`src/rtl/adpll_lock_detect_5bit.sv`:
```
`default_nettype none
// ============================================================================
//  Module      : adpll_lock_detect_5bit
//  Description : Lock detector for the 5-bit ADPLL. Measures the rising-edge
//                phase error between clk_ref and fb_clk in clk cycles, checks
//                loop-filter word stability, and runs a lock/slip FSM with a
//                reference-loss watchdog.
//  Revision    : 1.0 - initial release
// ============================================================================
module adpll_lock_detect_5bit #(
    parameter int UNLOCK_BAD  = 3,
    parameter int REF_TIMEOUT = 255
) (
    input  logic       clk,
    input  logic       reset,
    input  logic       enable,
    input  logic       clk_ref,
    input  logic       fb_clk,
    input  logic [4:0] filter_out,
    input  logic       filter_sign,
    input  logic [4:0] lock_tol,
    input  logic [4:0] lock_cnt_thresh,
    output logic       locked,
    output logic [1:0] lock_state,
    output logic [4:0] phase_err,
    output logic       phase_lead,
    output logic       meas_valid,
    output logic       ref_lost
);

    // Measurement FSM encoding
    localparam logic [1:0] c_MS_IDLE     = 2'd0;
    localparam logic [1:0] c_MS_WAIT_FB  = 2'd1;
    localparam logic [1:0] c_MS_WAIT_REF = 2'd2;

    // Lock FSM encoding (visible on lock_state)
    localparam logic [1:0] c_LK_UNLOCKED = 2'b00;
    localparam logic [1:0] c_LK_ACQUIRE  = 2'b01;
    localparam logic [1:0] c_LK_LOCKED   = 2'b10;
    localparam logic [1:0] c_LK_SLIP     = 2'b11;

    localparam logic [4:0] c_ERR_MAX    = 5'd31;
    localparam logic [4:0] c_UNLOCK_BAD = 5'(UNLOCK_BAD);
    // Watchdog fires on the cycle the counter would step onto REF_TIMEOUT
    localparam logic [7:0] c_WD_LAST    = 8'(REF_TIMEOUT - 1);

    // Synchroniser and history flops
    logic       r_ref_s1, r_ref_s2, r_ref_s3;
    logic       r_fb_s1, r_fb_s2, r_fb_s3;

    // Measurement path
    logic [1:0] r_ms_state;
    logic [4:0] r_cnt;
    logic [4:0] r_phase_err;
    logic       r_phase_lead;
    logic       r_meas_valid;

    // Watchdog
    logic [7:0] r_wd_cnt;
    logic       r_ref_lost;

    // Lock path
    logic [1:0] r_lk_state;
    logic       r_locked;
    logic [4:0] r_good_cnt;
    logic [3:0] r_bad_cnt;
    logic [5:0] r_fsnap;
    logic       r_snap_valid;

    logic       w_ref_edge;
    logic       w_fb_edge;
    logic       w_wd_expire;
    logic [4:0] w_cnt_inc;
    logic [5:0] w_f_now;
    logic [6:0] w_f_diff;
    logic       w_f_stable;
    logic       w_good;
    logic [4:0] w_thresh_eff;
    logic [5:0] w_good_inc;
    logic       w_good_done;
    logic [4:0] w_bad_inc;
    logic       w_bad_done;

    assign w_ref_edge  = r_ref_s2 & ~r_ref_s3;
    assign w_fb_edge   = r_fb_s2 & ~r_fb_s3;
    assign w_wd_expire = enable && !w_ref_edge && (r_wd_cnt == c_WD_LAST);

    // Edge distance is cnt+1 at the closing edge, saturating at 31
    assign w_cnt_inc   = (r_cnt == c_ERR_MAX) ? c_ERR_MAX : (r_cnt + 5'd1);

    // Sign-magnitude to 6-bit two's complement; -0 folds onto +0 naturally
    assign w_f_now     = filter_sign ? (6'd0 - {1'b0, filter_out}) : {1'b0, filter_out};
    assign w_f_diff    = {w_f_now[5], w_f_now} - {r_fsnap[5], r_fsnap};
    assign w_f_stable  = (w_f_diff == 7'd0) || (w_f_diff == 7'd1) || (w_f_diff == 7'h7F);

    assign w_good       = (r_phase_err <= lock_tol) && (!r_snap_valid || w_f_stable);
    assign w_thresh_eff = (lock_cnt_thresh == 5'd0) ? 5'd1 : lock_cnt_thresh;
    assign w_good_inc   = {1'b0, r_good_cnt} + 6'd1;
    assign w_good_done  = (w_good_inc >= {1'b0, w_thresh_eff});
    assign w_bad_inc    = {1'b0, r_bad_cnt} + 5'd1;
    assign w_bad_done   = (w_bad_inc >= c_UNLOCK_BAD);

    // Two-flop synchronisers plus history flop; these keep running when disabled
    always_ff @(posedge clk) begin
        if (reset) begin
            r_ref_s1 <= 1'b0;
            r_ref_s2 <= 1'b0;
            r_ref_s3 <= 1'b0;
            r_fb_s1  <= 1'b0;
            r_fb_s2  <= 1'b0;
            r_fb_s3  <= 1'b0;
        end else begin
            r_ref_s1 <= clk_ref;
            r_ref_s2 <= r_ref_s1;
            r_ref_s3 <= r_ref_s2;
            r_fb_s1  <= fb_clk;
            r_fb_s2  <= r_fb_s1;
            r_fb_s3  <= r_fb_s2;
        end
    end

    // Reference watchdog: cleared by each ref edge, saturating otherwise
    always_ff @(posedge clk) begin
        if (reset || !enable) begin
            r_wd_cnt   <= 8'd0;
            r_ref_lost <= 1'b0;
        end else if (w_ref_edge) begin
            r_wd_cnt   <= 8'd0;
            r_ref_lost <= 1'b0;
        end else begin
            if (r_wd_cnt != 8'hFF) begin
                r_wd_cnt <= r_wd_cnt + 8'd1;
            end
            if (w_wd_expire) begin
                r_ref_lost <= 1'b1;
            end
        end
    end

    // Measurement FSM: times the gap between the two edges and registers the result
    always_ff @(posedge clk) begin
        if (reset) begin
            r_ms_state   <= c_MS_IDLE;
            r_cnt        <= 5'd0;
            r_phase_err  <= 5'd0;
            r_phase_lead <= 1'b0;
            r_meas_valid <= 1'b0;
        end else if (!enable || w_wd_expire) begin
            // Partial measurement is discarded
            r_ms_state   <= c_MS_IDLE;
            r_cnt        <= 5'd0;
            r_meas_valid <= 1'b0;
        end else begin
            r_meas_valid <= 1'b0;
            case (r_ms_state)
                c_MS_IDLE: begin
                    r_cnt <= 5'd0;
                    if (w_ref_edge && w_fb_edge) begin
                        r_phase_err  <= 5'd0;
                        r_phase_lead <= 1'b0;
                        r_meas_valid <= 1'b1;
                    end else if (w_ref_edge) begin
                        r_ms_state <= c_MS_WAIT_FB;
                    end else if (w_fb_edge) begin
                        r_ms_state <= c_MS_WAIT_REF;
                    end
                end
                c_MS_WAIT_FB: begin
                    if (w_fb_edge) begin
                        r_phase_err  <= w_cnt_inc;
                        r_phase_lead <= 1'b0;
                        r_meas_valid <= 1'b1;
                        r_ms_state   <= c_MS_IDLE;
                    end else if (w_ref_edge) begin
                        // Second ref edge with no fb: report worst case and start over
                        r_phase_err  <= c_ERR_MAX;
                        r_phase_lead <= 1'b0;
                        r_meas_valid <= 1'b1;
                        r_cnt        <= 5'd0;
                    end else if (r_cnt == c_ERR_MAX) begin
                        r_phase_err  <= c_ERR_MAX;
                        r_phase_lead <= 1'b0;
                        r_meas_valid <= 1'b1;
                        r_ms_state   <= c_MS_IDLE;
                    end else begin
                        r_cnt <= w_cnt_inc;
                    end
                end
                c_MS_WAIT_REF: begin
                    if (w_ref_edge) begin
                        r_phase_err  <= w_cnt_inc;
                        r_phase_lead <= 1'b1;
                        r_meas_valid <= 1'b1;
                        r_ms_state   <= c_MS_IDLE;
                    end else if (w_fb_edge) begin
                        r_phase_err  <= c_ERR_MAX;
                        r_phase_lead <= 1'b1;
                        r_meas_valid <= 1'b1;
                        r_cnt        <= 5'd0;
                    end else if (r_cnt == c_ERR_MAX) begin
                        r_phase_err  <= c_ERR_MAX;
                        r_phase_lead <= 1'b1;
                        r_meas_valid <= 1'b1;
                        r_ms_state   <= c_MS_IDLE;
                    end else begin
                        r_cnt <= w_cnt_inc;
                    end
                end
                default: begin
                    r_ms_state <= c_MS_IDLE;
                    r_cnt      <= 5'd0;
                end
            endcase
        end
    end

    // Lock FSM: advances only on meas_valid; a watchdog expiry overrides it
    always_ff @(posedge clk) begin
        if (reset || !enable) begin
            r_lk_state   <= c_LK_UNLOCKED;
            r_locked     <= 1'b0;
            r_good_cnt   <= 5'd0;
            r_bad_cnt    <= 4'd0;
            r_fsnap      <= 6'd0;
            r_snap_valid <= 1'b0;
        end else if (w_wd_expire) begin
            r_lk_state   <= c_LK_UNLOCKED;
            r_locked     <= 1'b0;
            r_good_cnt   <= 5'd0;
            r_bad_cnt    <= 4'd0;
            r_snap_valid <= 1'b0;
        end else if (r_meas_valid) begin
            r_fsnap      <= w_f_now;
            r_snap_valid <= 1'b1;
            case (r_lk_state)
                c_LK_UNLOCKED: begin
                    if (w_good) begin
                        if (w_thresh_eff == 5'd1) begin
                            r_lk_state <= c_LK_LOCKED;
                            r_locked   <= 1'b1;
                            r_good_cnt <= 5'd0;
                        end else begin
                            r_lk_state <= c_LK_ACQUIRE;
                            r_good_cnt <= 5'd1;
                        end
                    end
                end
                c_LK_ACQUIRE: begin
                    if (!w_good) begin
                        r_lk_state <= c_LK_UNLOCKED;
                        r_good_cnt <= 5'd0;
                    end else if (w_good_done) begin
                        r_lk_state <= c_LK_LOCKED;
                        r_locked   <= 1'b1;
                        r_good_cnt <= 5'd0;
                    end else begin
                        r_good_cnt <= w_good_inc[4:0];
                    end
                end
                c_LK_LOCKED: begin
                    if (!w_good) begin
                        r_lk_state <= c_LK_SLIP;
                        r_bad_cnt  <= 4'd1;
                    end
                end
                c_LK_SLIP: begin
                    if (w_good) begin
                        r_lk_state <= c_LK_LOCKED;
                        r_bad_cnt  <= 4'd0;
                    end else if (w_bad_done) begin
                        r_lk_state   <= c_LK_UNLOCKED;
                        r_locked     <= 1'b0;
                        r_good_cnt   <= 5'd0;
                        r_bad_cnt    <= 4'd0;
                        r_snap_valid <= 1'b0;
                    end else begin
                        r_bad_cnt <= w_bad_inc[3:0];
                    end
                end
                default: begin
                    r_lk_state <= c_LK_UNLOCKED;
                    r_locked   <= 1'b0;
                end
            endcase
        end
    end

    assign locked     = r_locked;
    assign lock_state = r_lk_state;
    assign phase_err  = r_phase_err;
    assign phase_lead = r_phase_lead;
    assign meas_valid = r_meas_valid;
    assign ref_lost   = r_ref_lost;

endmodule
`default_nettype wire
```
`config.mk`:
```
export PLATFORM = sky130hd
export DESIGN_NAME = adpll_lock_detect_5bit
export DESIGN_NICKNAME = d
export VERILOG_FILES = /design/src/rtl/adpll_lock_detect_5bit.sv
export SDC_FILE = /design/constraint.sdc
export NUM_CORES = 1
export LEC_CHECK = 0
export BUFFER_PORTS_ARGS = -buffer_cell sky130_fd_sc_hd__buf_2
export CORE_UTILIZATION = 51
export DETAILED_ROUTE_END_ITERATION = 10
export PLACE_DENSITY = 0.81
export SLEW_MARGIN = 0
export SYNTH_ARGS = -nofsm -noshare
export SYNTH_HDL_FRONTEND = slang
export SYNTH_SLANG_ARGS = --single-unit
```
`constraint.sdc`:
```
create_clock -name clk -period 3.32 [get_ports clk]
set_input_delay 0.664 -clock clk [delete_from_list [all_inputs] [get_ports clk]]
set_output_delay 0.664 -clock clk [all_outputs]
set_load 0.005 [all_outputs]
```
### After elaboration in Yosys (flattened, before gate mapping)

Cells that the tools add are included.

* output and inout port bits: 11
* input port bits: 21
* flip-flop bits (word level): 48
* logic and storage cells: 163

* magnitude comparators: 3
* bitwise logic cells: 6
* reductions and logical operators: 31
* equality and inequality tests: 29
* multiplexer cells: 69
* add/sub/neg operators: 6

Operators with widths (number)
* $mux 5: 18
* $mux 2: 15
* $pmux 5 s3: 2
* $mux 1: 23
* $ne 2x2->1 const B: 11
* $ne 3x3->1 const B: 5
* $reduce_and 5->1: 3
* $mux 4: 3
* $pmux 5 s2: 1
* $pmux 1 s3: 3
* $add 8x1->8 const B: 1
* $eq 8x8->1 const B: 1
* $ne 4x4->1 const B: 2
* $ne 8x8->1 const B: 1
* $pmux 2 s4: 1
* $pmux 4 s2: 1
* $reduce_and 8->1: 1
* $eq 7x1->1 const B: 1
* $eq 7x7->1 const B: 1
* $logic_not 7->1: 1
* $sub 6x6->7: 1
* $add 5x1->6 const B: 1
* $eq 2x2->1 const B: 3
* $ge 6x5->1: 1
* other kinds (23): 43

### Logic depth before layout (Yosys ltp)

Gate-level depths: netlist of run 1.

* depth in word-level cells: 10
* gate-level depth with buffers: 15
* mapped depth without buffers: 14

### Least setup slack after synthesis of run 1

OpenSTA, ideal clock, no wires.

* path type: input to register
* start point: input filter_out[0]
* end point: register r_good_cnt[0]
* path buffers: 1
* required time: 3194 ps
* arrival time: 3268 ps
* path slack: -74 ps
* cell stages on the path: 13
* library setup time: 126 ps
* cell sequence: inv_1 -> ha_1 -> mux2i_1 -> fa_1 -> nand2b_1 -> a211oi_2 -> o2111ai_1 -> o311a_1 -> a211oi_2 -> buf_4 -> mux2_2 -> nor3_1 -> nor3_1

* longest elaborated chain between the ends: 10
* elaborated cells between the ends (all ways): 15
* those cells by class: add/sub (2); eq/ne (4); mux (3); reduce/logical (6)

RTL lines
* from (decl): RTL line 19 `input logic [4:0] filter_out,`
* $sub 1x5->6: RTL line 92 `assign w_f_now = filter_sign ? (6'd0 - {1'b0, filter_out}) : {1'b0, filter_out};`
* $mux 6 *: RTL line 92
* $sub 6x6->7 *: RTL line 93 `assign w_f_diff = {w_f_now[5], w_f_now} - {r_fsnap[5], r_fsnap};`
* $eq 7x1->1 / $logic_not 7->1 (equally long branches): RTL line 94 `assign w_f_stable = (w_f_diff == 7'd0) || (w_f_diff == 7'd1) || (w_f_diff == 7'h7F);`
* $logic_or 1x1->1: RTL line 94
* $logic_or 1x1->1 *: RTL line 94
* $logic_or 1x1->1 *: RTL line 96 `assign w_good = (r_phase_err <= lock_tol) && (!r_snap_valid || w_f_stable);`
* $logic_and 1x1->1 *: RTL line 96
* $ne 2x2->1 (no source line) / $mux 5 (equally long branches)
* $reduce_and 5->1 (no source line) / $pmux 5 s3 (equally long branches)
* to (signal assigned): RTL line 257 `r_good_cnt <= w_good_inc[4:0];`
* to (decl): RTL line 65 `logic [4:0] r_good_cnt;`

Mark *: on every way between the ends. The rest lies on a longest branch, timed or not.
A chain may end at the register's enable or synchronous reset.

### Worst setup path after layout of run 1

* start point: input filter_out[1]
* end point: register r_good_cnt[2]

* longest elaborated chain between the ends: 10
* elaborated cells between the ends (all ways): 15
* those cells by class: add/sub (2); eq/ne (4); mux (3); reduce/logical (6)

RTL lines
* $sub 1x5->6 *: RTL line 92
* $mux 6 *: RTL line 92
* via w_f_now[3]: RTL line 74 `logic [5:0] w_f_now;`
* $sub 6x6->7 *: RTL line 93
* $eq 7x1->1 / $logic_not 7->1 (equally long branches): RTL line 94
* $logic_or 1x1->1: RTL line 94
* $logic_or 1x1->1 *: RTL line 94
* $logic_or 1x1->1 *: RTL line 96
* $logic_and 1x1->1 *: RTL line 96
* $ne 2x2->1 (no source line) / $mux 5 (equally long branches)
* $reduce_and 5->1 (no source line) / $pmux 5 s3 (equally long branches)

The timed path passes the listed nets; every way through them passes the cells marked *.

==> impl_metrics.py, run 1 <==
metrics = {
    "run_status": {
        "status": "finished, final reports clean",
    },
    "finish": {
        "fin_nets": 472,
        "seq_area_sq_um": 960.9,
        "final_common_cell": "nor2_1",
        "drive_above_1_share": 0.2204,
        "multi_input_area_sq_um": 2039,
        "final_cell_mix": "nor2_1 (49), dfxtp_1 (48), buf_2 (30)",
        "nFillCells": 491,
        "antennaDiodeCount": 0,
        "stdcell_count": 494,
        "design_area_sq_um": 3600,
        "area_delta_synth_final_pct": 19.43,
    },
    "timing": {
        "setup_viol": 0,
        "worst_slew_pin_slew_ps": 837.2,
        "final_hold_viol_count": 0,
        "worst_slack_ps": 13.98,
        "final_max_slew_viol_count": 0,
        "rsz0062_at_grt": "true",
        "relSlewSlack": 0.4407,
        "period_share": 0.9958,
        "hold_ws_ps": 452.3,
        "max_freq_mhz": 302.5,
        "fin_skew_ps": 4.025,
        "min_period_ps": 3306,
    },
    "setup_path": {
        "path_class": "in2reg",
        "r2r.worst_path.cells": 11,
        "cp_max_fo": 6,
        "reg2reg_to": "r_good_cnt[2]",
        "r2r-start": "r_fsnap[0]",
        "crit_path_start_kind": "primary input",
        "required_ps": 3570,
        "critPathLaunch": "filter_out[1]",
        "worstPathArrival_ps": 3560,
        "setup.worst_path.end_class": "flip-flop",
        "reg2reg_slack_ps": 400,
    },
    "synth": {
        "syn_inst": 373,
        "synth_compound_area_frac": 0.1656,
        "synth.top_cell.area_share": 0.3188,
        "synth.cell_area_sq_um": 3014,
        "ys_ff_latch": 48,
        "synth_fp_nets": 424,
        "yosys_warnings": 0,
        "async_reset_ff_frac": 0,
        "synthTopCellsByArea": "dfxtp_1 (32%), ha_1 (12%), nor2_1 (6.2%), a21oi_1 (4.3%), mux2i_1 (3.3%)",
        "muxShareOfSynthArea": 0.03694,
        "synth-main-ff-cell": "dfxtp_1",
        "avgSynthCellArea_sq_um": 8.081,
        "synth_top_cell_by_area": "dfxtp_1",
        "synth_top_family_by_area": "simple AND/OR/NAND/NOR gates",
        "seq_area_frac_synth": 0.3188,
        "synth_adder_area_share": 0.1270,
        "synth-xor-area-share": 0.04649,
        "synthSimpleGateAreaFrac": 0.2578,
        "synth_cell_types": 53,
        "synth-edff-count": 0,
    },
    "routing": {
        "vias": 2818,
        "vias_per_cell": 5.704,
        "drt_first_pass_iters": 4,
        "ant_nets": 0,
        "post_drt_wl_per_cell_um": 14.14,
        "wirelength_mm": 6.983,
        "drc": 0,
        "drt_iter0_drc": 135,
    },
    "clock_network": {
        "cts.path.max_buffers": 2,
        "cts_buffers": 5,
        "clk_latency_ps": 300,
        "root_buffer": "clkbuf_8",
        "h-tree-depth": 2,
        "holdBufCountCts": 0,
        "clkSinkCount": 48,
        "cts_tree": "done",
        "path_clk_slew_ps": 90,
    },
    "place": {
        "place.port_buffers": 31,
        "dp_slack_ps": -407.1,
        "placed_area_sq_um": 3352,
        "hpwl_mm": 4.869,
        "place_congestion": 0.8772,
        "dp_cells": 482,
    },
    "hold_path": {
        "timing.hold.worst.start": "r_fb_s1",
        "hp-class": "reg2reg",
        "hold_end": "r_fb_s2",
        "min_path_cells": 1,
    },
    "global_route": {
        "grt_pass1_wl_mm": 11.42,
        "grt_antenna_before_repair": 0,
        "grt_max_degree": 17,
        "grt_usage": 0.2280,
        "grt_overflow": 0,
        "grt_pass1_vias": 2667,
    },
    "power": {
        "power_uw": 1155,
        "ir_worst_vdd_uv": 310.6,
        "p_leak_uw": 0.001468,
        "powerDensity_nw_per_um2": 320.9,
    },
    "die": {
        "row_count": 27,
        "dieArea_sq_um": 6221,
        "die_h_um": 78.88,
        "die_w_um": 78.88,
        "start_util": 0.5375,
        "core_sq_um": 5608,
        "io_pins": 32,
    },
    "flow_run": {
        "max_cap_violations": 0,
    },
}
## metrics by stage
step                  util  setup TNS [ps]
global route        0.6419          -855.3
finish              0.6419               0
global placement    0.5977           -1839
floorplan                -          -2.713
CTS                 0.6223          -1.394
detailed placement  0.5977           -3288
## worst max-delay path, cell delays in order
cell and delay [ps]:
buf_2 110, buf_4 140, o31ai_2 200, xnor2_1 120, ha_1 380, nor2_1 100
a211oi_2 250, o2111ai_1 150, o311a_1 350, a211oi_2 150, buf_4 170, or4b_4 510
nor4_2 150, a21o_1 110
## cell usage after synthesis, types with 9 or more instances
master	count
inv_1	26
nand3_1	13
nor3_1	13
nand2_1	26
o21ai_0	16
a21oi_1	26
nand2b_1	10
xnor2_1	10
nor2b_1	9
clkbuf_1	10
ha_1	29
dfxtp_1	48
mux2i_1	10
nor2_1	50
## sequential cells by signal, summed over array words and instances, names as in the netlist, 2 cells and up, named ones only
| register | count |
|---|---|
| r_good_cnt | 5 |
| r_wd_cnt | 8 |
| r_fsnap | 6 |
| phase_err | 5 |
| r_bad_cnt | 4 |
| r_cnt | 5 |
| r_ms_state | 2 |
## layout make-up
type | instances | share of cell area
clock buffer | 6 | 0.02294
clock inverter | 2 | 0.003823
inverter | 26 | 0.02711
multi-input combinational | 288 | 0.5666
sequential | 48 | 0.2669
tap | 72 | 0.02503
timing repair buffer | 52 | 0.08759
## metal layers
metal	part of all wire	wire length, um	GRT usage	vias to the layer above
met5	0	0	0	-
met4	0.021	148	0.08364	0
li1	-	-	-	1407
met1	0.44	3056	0.2718	1336
met3	0.035	241	0.03793	19
met2	0.51	3536	0.4087	56
## how the worst max path moves through the flow
stage / slack (ps) / end
2_1_floorplan: -3 / r_good_cnt[0]
3_3_place_gp: -280 / r_good_cnt[2]
3_5_place_dp: -410 / r_good_cnt[2]
4_1_cts: -1 / r_good_cnt[2]
5_1_grt: -150 / r_good_cnt[2]
6_report: 10 / r_good_cnt[2]
## power by group
part	switching, uW	internal [uW]	total (uW)
sequential	3.99	581	585
combinational	105	88.6	193
clock	206	171	377
## timing repair
item	4_1_cts	5_1_grt
pin swaps	9	7
endpoints found under the setup margin	4	12
buffers inserted	1	3
gates resized for setup	9	17
## kinds of logic after synthesis
group,after synthesis
mux,11
simple gates,154
xor+xnor,16
flops,48
buf+inv,37
fa+ha+maj,30
compound gates,77
No activity file was read; power rests on OpenSTA's default activity.
==> run 2, diff against run 1 <==
GPL_TIMING_DRIVEN = 0   (was not set)
clock period = 2.7 ns   (was 3.32 ns; I/O delays follow)
==> run 2 against run 1 <==
The flow now finishes with violations (negative setup slack). Critical endpoint is now r_good_cnt[0]. Total power grew 32%. Critical path type unchanged. Cell count stayed put. Setup slack got worse by 350 ps. Sequential share of layout area is 0.77 points lower. Worst hold slack got worse by 38 ps. Critical path depth rose by 1.
==> impl_metrics.py, run 2 (synthesis gave the netlist of run 1 again) <==
metrics = {
    "global_route": {
        "grt_max_degree": 16,
        "grt_antenna_before_repair": 0,
        "grt_usage": 0.2316,
        "grt_pass1_vias": 2697,
        "grt_overflow": 0,
        "grt_pass1_wl_mm": 11.53,
    },
    "setup_path": {
        "crit_family": "compound AO/OA/AOI/OAI gates",
        "required_ps": 2890,
        "critical_path.cell_chain": "buf_12 -> inv_12 -> ha_4 -> mux2i_4 -> inv_1 -> ha_1 -> nand2b_1 -> a21oi_2 -> xor2_1 -> o311a_1 -> a211oi_2 -> buf_4 -> mux2_4 -> nor3_2 -> nor3_1",
        "reg2reg_slack_ps": -170,
        "path_class": "in2reg",
        "cpPeakStageDelay_ps": 380,
        "setup.worst_path.end_class": "flip-flop",
        "reg2reg_to": "r_good_cnt[0]",
        "cpMaxStageDelayCell": "o311a_1",
        "r2r.worst_path.cells": 11,
        "crit_path_start_kind": "primary input",
        "r2r-start": "r_fsnap[0]",
        "crit_buf_inv": 4,
        "cp_max_fo": 5,
        "worstPathArrival_ps": 3230,
    },
    "hold_path": {
        "hp-class": "in2reg",
        "timing.hold.worst.start": "reset",
        "hold_end": "r_fb_s3",
        "min_path_cells": 2,
    },
    "clock_network": {
        "clk_latency_ps": 310,
        "path_clk_slew_ps": 90,
        "clkSinkCount": 48,
        "holdBufCountCts": 0,
        "root_buffer": "clkbuf_8",
        "cts_tree": "done",
        "h-tree-depth": 2,
        "cts.path.max_buffers": 2,
        "cts_buffers": 5,
    },
    "flow_run": {
        "max_cap_violations": 0,
    },
    "timing": {
        "setup_viol": 13,
        "worst_slack_ps": -340.0,
        "max_freq_mhz": 328.9,
        "rsz0062_at_grt": "true",
        "fin_setup_tns_ps": -3001,
        "fin_skew_ps": 5.016,
        "period_share": 1.126,
        "worst_slew_pin_slew_ps": 826.5,
        "final_max_slew_viol_count": 0,
        "min_period_ps": 3040,
        "final_hold_viol_count": 0,
        "hold_ws_ps": 414.6,
        "relSlewSlack": 0.4478,
    },
    "routing": {
        "wirelength_mm": 6.829,
        "drc": 0,
        "post_drt_wl_per_cell_um": 13.82,
        "ant_nets": 0,
        "vias_per_cell": 5.676,
        "vias": 2804,
        "drt_iter0_drc": 140,
        "drt_first_pass_iters": 5,
    },
    "place": {
        "place_congestion": 0.8110,
        "hpwl_mm": 4.760,
        "place.port_buffers": 31,
        "dp_cells": 476,
        "placed_area_sq_um": 3333,
    },
    "die": {
        "die_h_um": 78.88,
        "io_pins": 32,
        "core_sq_um": 5608,
        "row_count": 27,
        "start_util": 0.5375,
        "dieArea_sq_um": 6221,
        "die_w_um": 78.88,
    },
    "finish": {
        "antennaDiodeCount": 0,
        "top_register": "r_wd_cnt",
        "final_common_cell": "dfxtp_1",
        "drive_above_1_share": 0.2251,
        "reg_top3": "r_wd_cnt x8, r_fsnap x6",
        "design_area_sq_um": 3707,
        "stdcell_count": 494,
        "fin_nets": 472,
        "area_delta_synth_final_pct": 23.00,
        "largest_reg_flops": 8,
        "final_cell_mix": "dfxtp_1 (48), nor2_1 (47), buf_2 (29)",
        "fin_util": 0.6611,
    },
    "run_status": {
        "status": "finished with violations",
        "violations": "negative setup slack",
    },
    "power": {
        "p_leak_uw": 0.001450,
        "powerDensity_nw_per_um2": 410.3,
        "ir_worst_vdd_uv": 334.0,
    },
}
## run 2: changes by cell type in the layout (fill, tap and decap cells not counted), sizes merged
| cell | before | now |
|---|---|---|
| clkbuf | 6 | 16 |
| buf | 52 | 42 |
| bufinv | 0 | 1 |
| inv | 27 | 26 |
## run 2: worst reg2reg max path, stage by stage, from the launching register on
cell	delay [ps]
dfxtp_1	330
ha_1	220
fa_2	370
nand2b_4	150
a211oi_2	200
o2111ai_1	170
o311a_1	330
a211oi_2	220
buf_4	210
mux2_4	360
nor3_2	140
nor3_1	60
## run 2: layer usage
metal  global-route usage  routed length [um]  vias to the layer above  share of wire
met1               0.2698                2937                     1338           0.43
met3              0.03908                 254                       15          0.037
li1                     -                   -                     1409              -
met2               0.4200                3504                       42           0.51
met5                    0                   0                        -              0
met4              0.09091                 133                        0          0.019
## run 2: metrics by stage
step / power (uW) / setup slack, ps
global placement: 915.6 / -811.9
global route: 1581 / -509.9
CTS: 1505 / -255.9
detailed placement: 922.9 / -878.4
floorplan: 869.6 / -413.3
finish: 1521 / -340.0
## run 2: power by group
group	internal [uW]	switching [uW]
logic	107	128
registers	714	5.10
clock network	303	264
## run 2: how the worst max path moves through the flow
stage | cells after the start | startpoint | to | slack [ps]
after floorplan | 13 | filter_out[1] | r_good_cnt[2] | -410
after global placement | 15 | filter_out[1] | r_good_cnt[2] | -810
after detailed placement | 15 | filter_out[1] | r_good_cnt[2] | -880
after CTS | 14 | filter_out[1] | r_good_cnt[2] | -260
after global routing | 15 | filter_out[2] | r_good_cnt[0] | -510
final | 15 | filter_out[1] | r_good_cnt[0] | -340
## run 2: area by class of cell
class | count | area [sq um]
sequential | 48 | 960.9
timing repair buffer | 41 | 259.0
clock inverter | 2 | 38.79
buffer | 11 | 45.04
tap | 72 | 90.09
clock buffer | 6 | 82.58
inverter | 26 | 117.6
multi-input combinational | 288 | 2113
fill | 464 | 1901
## run 2: timing repair
action                                  4_1_cts  5_1_grt
buffers inserted                              5        5
endpoints found under the setup margin       13       18
pin swaps                                    12        3
resized for setup                            23       16
==> run 3, diff against run 2 <==
==> constraint.sdc (replaced) <==
create_clock -name clk -period 2.7 [get_ports clk]
set_input_delay 0.405 -clock clk [delete_from_list [all_inputs] [get_ports clk]]
set_output_delay 0.405 -clock clk [all_outputs]
set_load 0.005 [all_outputs]
==> run 3 against run 2 <==
Worst hold slack got worse by 140 ps. Critical path depth unchanged. Highest routed layer unchanged. The flow still finishes with violations (negative setup slack). Critical path type unchanged. Setup slack improved by 110 ps.
==> impl_metrics.py, run 3 (synthesis gave the netlist of run 1 again) <==
metrics = {
    "finish": {
        "fin_nets": 470,
        "top_register": "r_wd_cnt",
        "final_cell_mix": "dfxtp_1 (48), nor2_1 (45), buf_2 (29)",
        "drive_above_1_share": 0.2310,
        "nFillCells": 466,
        "final_common_cell": "dfxtp_1",
        "antennaDiodeCount": 0,
        "area_delta_synth_final_pct": 24.16,
        "largest_reg_flops": 8,
        "reg_top3": "r_wd_cnt x8, r_fsnap x6",
        "fin_util": 0.6673,
    },
    "global_route": {
        "grt_pass1_wl_mm": 11.61,
        "grt_antenna_before_repair": 0,
        "grt_overflow": 0,
        "grt_pass1_vias": 2676,
        "grt_max_degree": 16,
        "grt_usage": 0.2338,
    },
    "routing": {
        "drt_first_pass_iters": 4,
        "post_drt_wl_per_cell_um": 14.29,
        "ant_nets": 0,
        "vias": 2782,
        "drt_iter0_drc": 116,
        "wirelength_mm": 7.029,
        "drc": 0,
        "vias_per_cell": 5.654,
    },
    "setup_path": {
        "cp_max_fo": 4,
        "required_ps": 2970,
        "worstPathArrival_ps": 3190,
        "setup.worst_path.end_class": "flip-flop",
        "reg2reg_slack_ps": -160,
        "path_class": "in2reg",
        "crit_path_start_kind": "primary input",
    },
    "clock_network": {
        "cts.path.max_buffers": 2,
        "clk_latency_ps": 310,
        "path_clk_slew_ps": 90,
        "h-tree-depth": 2,
        "clkSinkCount": 48,
        "cts_tree": "done",
        "root_buffer": "clkbuf_8",
        "holdBufCountCts": 0,
        "cts_buffers": 5,
    },
    "die": {
        "die_w_um": 78.88,
        "start_util": 0.5375,
        "row_count": 27,
        "io_pins": 32,
        "core_sq_um": 5608,
        "dieArea_sq_um": 6221,
        "die_h_um": 78.88,
    },
    "power": {
        "swShare": 0.2667,
        "intPower_uw": 1094,
        "ir_worst_vdd_uv": 364.6,
        "comb_power_share": 0.157,
        "switchingPower_uw": 397.8,
        "power.share.sequential": 0.482,
        "p_leak_uw": 0.001447,
        "clkPwrFrac": 0.361,
        "powerDensity_nw_per_um2": 398.6,
    },
    "place": {
        "place_congestion": 0.8297,
        "place.port_buffers": 31,
        "dp_slack_ps": -718.9,
        "hpwl_mm": 4.843,
    },
    "timing": {
        "relSlewSlack": 0.4477,
        "rsz0062_at_grt": "true",
        "fin_skew_ps": 6.333,
        "period_share": 1.084,
        "worst_slack_ps": -226.9,
        "setup_viol": 11,
        "final_hold_viol_count": 0,
        "max_freq_mhz": 341.7,
        "min_period_ps": 2927,
        "final_max_slew_viol_count": 0,
        "worst_slew_pin_slew_ps": 826.7,
    },
    "hold_path": {
        "hp-class": "in2reg",
    },
    "run_status": {
        "violations": "negative setup slack",
        "status": "finished with violations",
    },
    "flow_run": {
        "max_cap_violations": 0,
    },
}
run 3: changes by cell type in the layout (fill, tap and decap cells not counted), sizes merged:
| cell | previous run | this run |
|---|---|---|
| clkinvlp | 0 | 1 |
| clkbuf | 16 | 15 |
| buf | 42 | 40 |
run 3: power groups by stage:
stage	sequential [uW]	clock, uW	combinational [uW]
2_1_floorplan	735	0	135
3_3_place_gp	735	0	180
5_1_grt	721	564	256
6_report	719	538	235
4_1_cts	719	539	217
3_5_place_dp	736	0	187
run 3: worst paths after layout:
kind | start | to | cells past startpoint
max | filter_out[1] | r_good_cnt[2] | 15
min | reset | r_fb_s2 | 2
max reg2reg | r_fsnap[0] | r_good_cnt[2] | 11
min reg2reg | r_fb_s1 | r_fb_s2 | 1
run 3: what timing repair did:
action | in CTS | in global routing
pin swaps | 14 | 5
buffers inserted | 5 | 3
gates resized for setup | 30 | 21
endpoints found under the setup margin | 13 | 16
run 3: layout make-up:
cell class	instances	area [sq um]	share of cell area
Buffer	11	48.80	0.01304
Clock buffer	5	68.82	0.01839
Clock inverter	3	42.54	0.01137
Inverter	26	117.6	0.03143
Multi-Input combinational cell	288	2145	0.5731
Sequential cell	48	960.9	0.2568
Tap cell	72	90.09	0.02407
Timing Repair Buffer	39	269.0	0.07188
run 3: worst max-delay path, cell delays in order:
cell and delay [ps]:
buf_12 110, inv_12 30, ha_4 230, mux2i_4 190
inv_1 70, ha_1 270, nand2b_1 150, a21oi_2 80
xor2_1 170, o311a_1 380, a211oi_2 190, or4b_4 530
buf_12 150, o22ai_2 100, a21o_1 130
run 3: per-layer routing:
layer / global-route usage / vias up / routed length [um]
li1: - / 1406 / -
met1: 0.2790 / 1326 / 3061
met2: 0.4217 / 36 / 3670
met3: 0.03678 / 14 / 180
met4: 0.08364 / 0 / 116
met5: 0 / - / 0
run 3: stage by stage:
step | total power [uW] | instances | cell area [sq um] | hold slack (ps) | setup TNS (ps)
after floorplan | 869.6 | 373 | 3088 | 413.8 | -1965
after detailed placement | 922.5 | 476 | 3333 | 439.8 | -7990
final | 1492 | 492 | 3742 | 272.8 | -1538
after global placement | 915.5 | 476 | 3333 | 417.1 | -7380
after global routing | 1541 | 492 | 3742 | 289.1 | -3206
after CTS | 1475 | 489 | 3618 | 278.1 | -1101
